===== src/rtl/dmem_ctrl.sv =====
// Data memory for the MEM stage: byte/halfword/word stores with per-lane
// enables, sign/zero-extending loads with a one-cycle registered result,
// misalignment fault detection and a clear sweep after reset.
//
//   state    | meaning
//   ---------+------------------------------------------------------------
//   ST_CLEAR | zeroing word clr_idx_q each cycle; requests ignored, busy=1
//   ST_READY | servicing load/store requests, one per cycle
module dmem_ctrl #(
  parameter int DEPTH = 64,
  parameter int IDX_W = $clog2(DEPTH)
) (
  input  logic        clk,
  input  logic        reset,
  input  logic        req,
  input  logic        we,
  input  logic [1:0]  size,
  input  logic        sext,
  input  logic [31:0] a,
  input  logic [31:0] wd,
  output logic [31:0] rd,
  output logic        rvalid,
  output logic        fault,
  output logic        busy
);

  typedef enum logic {ST_CLEAR, ST_READY} state_e;

  state_e           state_q;
  logic [IDX_W-1:0] clr_idx_q;
  logic [31:0]      rd_q;
  logic             rvalid_q;
  logic             fault_q;
  logic [31:0]      mem_q [DEPTH];

  logic [IDX_W-1:0] idx;
  logic             misaligned;
  logic             accept;
  logic             do_load;
  logic             do_store;
  logic             do_fault;
  logic             clr_we;
  logic [31:0]      rdata_word;
  logic [31:0]      shifted;
  logic [31:0]      load_d;
  logic [3:0]       be_d;
  logic [31:0]      wdata_d;

  // Address bits above the word index are deliberately ignored (aliasing).
  logic unused_addr_hi;
  assign unused_addr_hi = ^a[31:IDX_W+2];

  assign idx = a[IDX_W+1:2];

  // Request qualification: only in READY and never in a reset cycle.
  always_comb begin
    misaligned = 1'b0;
    case (size)
      2'b00:   misaligned = 1'b0;
      2'b01:   misaligned = a[0];
      2'b10:   misaligned = |a[1:0];
      default: misaligned = 1'b1;
    endcase
    accept   = req && (state_q == ST_READY) && !reset;
    do_fault = accept && misaligned;
    do_store = accept && we && !misaligned;
    do_load  = accept && !we && !misaligned;
    clr_we   = (state_q == ST_CLEAR) && !reset;
  end

  // Load path: move the addressed lane(s) down to bit 0, then extend.
  always_comb begin
    rdata_word = mem_q[idx];
    shifted    = rdata_word >> {a[1:0], 3'b000};
    load_d     = '0;
    case (size)
      2'b00:   load_d = {{24{sext & shifted[7]}}, shifted[7:0]};
      2'b01:   load_d = {{16{sext & shifted[15]}}, shifted[15:0]};
      2'b10:   load_d = rdata_word;
      default: load_d = '0;
    endcase
  end

  // Store path: replicate the right-justified data and pick lanes by size.
  always_comb begin
    be_d    = 4'b0000;
    wdata_d = wd;
    case (size)
      2'b00: begin
        be_d    = 4'b0001 << a[1:0];
        wdata_d = {4{wd[7:0]}};
      end
      2'b01: begin
        be_d    = a[1] ? 4'b1100 : 4'b0011;
        wdata_d = {2{wd[15:0]}};
      end
      2'b10: begin
        be_d    = 4'b1111;
        wdata_d = wd;
      end
      default: begin
        be_d    = 4'b0000;
        wdata_d = wd;
      end
    endcase
  end

  // RAM array: the clear sweep has priority; requests cannot coexist with it.
  always_ff @(posedge clk) begin
    if (clr_we) begin
      mem_q[clr_idx_q] <= '0;
    end else if (do_store) begin
      for (int i = 0; i < 4; i++) begin
        if (be_d[i]) mem_q[idx][8*i +: 8] <= wdata_d[8*i +: 8];
      end
    end
  end

  // Controller FSM with registered load result and fault pulse.
  always_ff @(posedge clk) begin
    if (reset) begin
      state_q   <= ST_CLEAR;
      clr_idx_q <= '0;
      rd_q      <= '0;
      rvalid_q  <= 1'b0;
      fault_q   <= 1'b0;
    end else begin
      rvalid_q <= do_load;
      fault_q  <= do_fault;
      rd_q     <= do_load ? load_d : 32'h0;
      case (state_q)
        ST_CLEAR: begin
          clr_idx_q <= clr_idx_q + IDX_W'(1);
          if (clr_idx_q == IDX_W'(DEPTH - 1)) state_q <= ST_READY;
        end
        ST_READY: begin
          clr_idx_q <= '0;
        end
        default: begin
          state_q   <= ST_CLEAR;
          clr_idx_q <= '0;
        end
      endcase
    end
  end

  assign rd     = rd_q;
  assign rvalid = rvalid_q;
  assign fault  = fault_q;
  assign busy   = (state_q == ST_CLEAR) || reset;

endmodule


===== config.mk =====
export PLATFORM = sky130hd
export DESIGN_NAME = dmem_ctrl
export DESIGN_NICKNAME = d
export VERILOG_FILES = /design/src/rtl/dmem_ctrl.sv
export SDC_FILE = /design/constraint.sdc
export NUM_CORES = 2
export LEC_CHECK = 0
export CAP_MARGIN = 0
export CORE_UTILIZATION = 50
export CTS_CLUSTER_DIAMETER = 100
export DETAILED_ROUTE_END_ITERATION = 6
export HOLD_SLACK_MARGIN = 0.02
export PLACE_DENSITY = 0.66
export SLEW_MARGIN = 20
export SYNTH_ARGS = -nofsm -noshare
export SYNTH_HDL_FRONTEND = slang
export SYNTH_SLANG_ARGS = --single-unit

===== constraint.sdc =====
create_clock -name clk -period 7.9 [get_ports clk]
set_input_delay 1.58 -clock clk [delete_from_list [all_inputs] [get_ports clk]]
set_output_delay 1.58 -clock clk [all_outputs]
set_load 0.02 [all_outputs]

# Word level (Yosys, flattened, before mapping)
# Memory sizes are Yosys's and may differ from the RTL's.
# Cells that the tools add are included.
# op_classes
addsub	1
eq_ne	3
shift	2
mux	29
bitwise	4
reduce_logical	16
# ops
operator	n
32-bit one-hot mux with 3 select lines	1
32-bit one-hot mux with 2 select lines	1
32-bit 2-to-1 mux	1
32-bit OR reduction	1
32-bit by 5-bit right shift with 16-bit output	1
1-bit 2-to-1 mux	20
4-bit one-hot mux with 3 select lines	1
6-bit one-hot mux with 2 select lines	1
1-bit logical AND	8
4-bit 2-to-1 mux	2
6-bit by 1-bit adder with 6-bit output, second input constant	1
6-bit == test, second input constant	1
6-bit 2-to-1 mux	1
2-bit OR reduction	2
1-bit by 2-bit << shifter with 4-bit output, first input constant	1
1-bit logical NOT	3
1-bit one-hot mux with 3 select lines	1
1-bit bitwise AND	2
2-bit by 1-bit == test with 1-bit output, second input constant	1
2-bit == test, second input constant	1
2-bit logical NOT	1
1-bit NOT	2
1-bit logical OR	1
# word_totals
reg_bits	41
mem_bits_rw	2048
input_bits	71
out_inout_bits	35
wordCells	61
n_memories	1
# memory_table
memory	depth	width	read_ports	rd_ports_with_merged_regs	write_ports	line_no	rtl
mem_q	64	32	1	0	1	34	logic [31:0] mem_q [DEPTH];

# Longest topological paths before layout
# logic_depth
word_depth	9
mapped_depth	13
ltp_nobuf	9

# Worst setup path before layout
# Ideal clock, no wire load.
# synth_timing
kind	in2reg
start	input port a[0]
end	memory mem_q[0][12], data pin
setup_ps	548
arrival_time_ps	4794
t_required_ps	7352
setup_slack_ps	2558
stages	9
path_buffers	4
cell_sequence	buf_2 o21ai_0 a22o_1 nor3b_1 clkbuf_1 nand2_1 clkbuf_1 buf_1 a21oi_1
# synth_between
elab_chain_cells	9
word_cells_on_any_way	24
classes_between	shift (1); mux (19); reduce/logical (4)
# synth_rtl
item	line_no	rtl
start: declaration	19	input logic [31:0] a,
2-bit OR reduction	61	2'b10: misaligned = |a[1:0];
1-bit one-hot mux with 3 select lines	58	case (size)
1-bit logical NOT	66	do_store = accept && we && !misaligned;
1-bit logical AND	66	
1-bit 2-to-1 mux	112	end else if (do_store) begin
1-bit 2-to-1 mux	110	if (clr_we) begin
1-bit 2-to-1 mux (not written as such)	114	if (be_d[i]) mem_q[idx][8*i +: 8] <= wdata_d[8*i +: 8];
32-bit OR reduction (no source line) *	--	
32-bit 2-to-1 mux (no source line) *	--	
end: declaration	34	
# Every way passes the cells marked *; elsewhere a longest branch is shown, timed or not.

# Final worst setup path
# layout_timing
start	input port size[0]
end	memory mem_q[59][16] (enable)
# layout_between
elab_chain_cells	9
word_cells_on_any_way	26
classes_between	eq/ne (2); mux (20); reduce/logical (4)
# layout_rtl
item	line_no	rtl
start: declaration	17	input logic [1:0] size,
2-bit == test (tied with other cells)	58, 88	
1-bit one-hot mux with 3 select lines	58	
1-bit logical NOT	66	
1-bit logical AND	66	
1-bit 2-to-1 mux	112	
1-bit 2-to-1 mux	110	
1-bit 2-to-1 mux (not written as such)	114	
32-bit OR reduction (no source line)	--	
6-bit 2-to-1 mux (no source line) / 4-bit 2-to-1 mux (equally long branches)	--	
# Parallel ways exist; a longest one is shown, timed or not.

==> metrics.cfg <==
[placed_design]
dp_hpwl_mm=123.2
gp_congestion=0.9528
port_buffers=81

[clocking]
clk_pin_slew_ps=60
postCtsHoldBufs=0
cts_inserted_buffers=203
cts_buffer_depth=3
root_buffer=clkbuf_16
clk_latency_ps=870
cts_tree=built
postCtsSetupBuffers=0
cts_resized=0
htreeDepth=4
numClockSinks=2089

[cells_and_area]
regArea_sq_mm=0.06232
layout.nets=3959
drive_gt1_share_pct=26.99
fillCellCount=11670
utilization_pct=57.04
multi_input_area_sq_mm=0.01825
area_growth_pct=12.91

[outcome]
outcome=complete, no violations

[global_routing]
antenna_found_initial=20
grt_pass1_vias=38720
globalRouteOverflowTotal=0
grt_use_total_pct=24.57
grt_pass1_wl_mm=283.8
grt_max_degree=74

[power_and_ir_drop]
cellPowerDensity_mw_per_mm2=243.8
p_sw_uw=4711
power_frac_seq_pct=53.7
swShare_pct=21.05
combPwrFrac_pct=3.7
ir_drop_uv=230.8
internal_power_uw=17670
p_leak_uw=0.03244
clockPowerShare_pct=42.6

[sta]
rsz0062_at_grt=false
setup-tns-final_ps=0
fin_skew_ps=49.96
slew_headroom_pct=10.28
finalHoldViolCount=0
fin_crit_sh_pct=71.34
drv_slew=0
setup_violations=0
fmax_mhz=177.4
period_needed_ps=5636
worst_pin_slew_ps=1334

[route]
ant_nets=0
drc=0
wl_per_cell_um=31.89
routed-via-count=38860
via_per_inst=6.253
drt_iter0_drc=4835
firstDrtPassIters=6
routed_wl_mm=198.2

[die]
start_util_pct=50.52
die_area_sq_mm=0.1642
fp.dieH_um=405.2
ios=106
core_sq_mm=0.1609
row_count=147
die-width_um=405.2

[critical_path]
crit_fanout=22
end_kind=flip-flop
crit_required_ps=8370
worstRegToRegCells=7
r2r_end=mem_q[41][28]
r2r-start=state_q
crit_arrival_ps=6100
path_class=in2reg
startpoint_type=input port
reg2reg_slack_ps=3600

[synth]
synth_ff_type=edfxtp_1
synth_edf_count=2048
syn_avg_cell_area_sq_um=22.01
synthTopCellsByArea=edfxtp_1 76%, mux4_2 17%, nor2_1 1.4%
syn_area_sq_mm=0.08130
synth-seq-cells=2089
netlist_top_cells_count=2048 x edfxtp_1, 609 x mux4_2, 302 x nor2_1
synthCells=3694
seq_area_frac_synth_pct=76.65
synth_top_area_cell=edfxtp_1
ys_async_sr_fraction_pct=0
synth.top_cell.area_share_pct=75.64
yosys_warnings=0
synth_cell_types=53
postSynthNetCount=3766
synth.most_common_cell=edfxtp_1

[hold_path]
hold_end=state_q
hold_start=state_q
hold_depth=2
hp-class=reg2reg

[run]
maxCapViolCount=0

## sequential cells by signal, summed over array words and instances (netlist names)
| register | count |
|---|---|
| state_q | 1 |
| clr_idx_q | 6 |
| fault | 1 |
| rd | 32 |
| rvalid | 1 |
| mem_q | 2048 |
## critical path: stages
cell and delay [ps]:
clkdlybuf4s50_1 460, buf_4 390, inv_1 140, a22o_1 240
nor3b_2 150, buf_4 180, and2_1 500, nor4b_1 740
a41oi_4 310, buf_4 560, nor2_1 740
## per-stage QoR
step / setup slack, ps / std cells / instance area (sq um) / hold slack, ps / power (uW)
final: 2264 / 6215 / 91790 / 500.0 / 22380
after global routing: 2267 / 6212 / 91790 / 563.8 / 22930
after CTS: 2528 / 6210 / 91770 / 492.4 / 22490
after detailed placement: 1574 / 5842 / 85180 / 479.2 / 13070
after global placement: 1660 / 5842 / 85170 / 470.1 / 13070
after floorplan: 2558 / 3694 / 81300 / 452.1 / 12750
## cells by family after synthesis
group,after synthesis,share of synthesized area [%]
XOR/XNOR,3,0.03232
AND/OR/NAND/NOR,490,2.484
flip-flops,2089,76.65
AO/OA/AOI/OAI,209,1.673
buffers and inverters,226,1.434
adder cells (fa/ha/maj),1,0.01539
multiplexers,676,17.71
## worst max path at each step
| stage | start | end | slack, ps | cells after the start |
|---|---|---|---|---|
| detailed placement | a[1] | mem_q[43][25] | 1570 | 9 |
| CTS | a[1] | mem_q[59][7] | 2530 | 10 |
| global route | a[4] | rd[17] | 2270 | 10 |
| finish | size[0] | mem_q[59][16] | 2260 | 11 |
| global placement | a[1] | mem_q[40][29] | 1660 | 9 |
| floorplan | a[0] | mem_q[0][12] | 2560 | 9 |
## layout make-up
type                       instances  share of cell area, %
clock inverter                   117                  1.324
multi-input combinational       1379                  19.88
clock buffer                     251                  5.862
sequential                      2089                  67.89
inverter                          12                0.04907
tap                             2160                  2.944
timing repair buffer             202                  2.036
antenna                            5                0.01363
## routing by layer
metal  wire, um  vias to the layer above  track usage (%)  part of all wire, %
met4       4245                       20            6.353                  2.1
met5        292                        -                0                 0.15
li1           -                    15930                -                    -
met3      22040                      300            7.389                   11
met1      79680                    20620            35.42                   40
met2      91940                     1997            36.87                   46
## cells in the final DEF, fill, tap and decap left out, types with 56 or more instances in the layout
cell             instances
nand2_1                105
buf_4                  109
edfxtp_1              2048
mux4_2                 609
a21oi_1                 56
a22oi_1                 59
clkbuf_16              204
nor2_1                 283
mux2i_1                 59
clkdlybuf4s50_1         74
## power groups by stage
stage	combinational (uW)	clock [uW]	sequential, uW
2_1_floorplan	495	0	12300
3_3_place_gp	808	0	12300
3_5_place_dp	810	0	12300
4_1_cts	812	9650	12000
5_1_grt	845	10100	12000
6_report	819	9540	12000
Power figures use the tool's default switching activity.
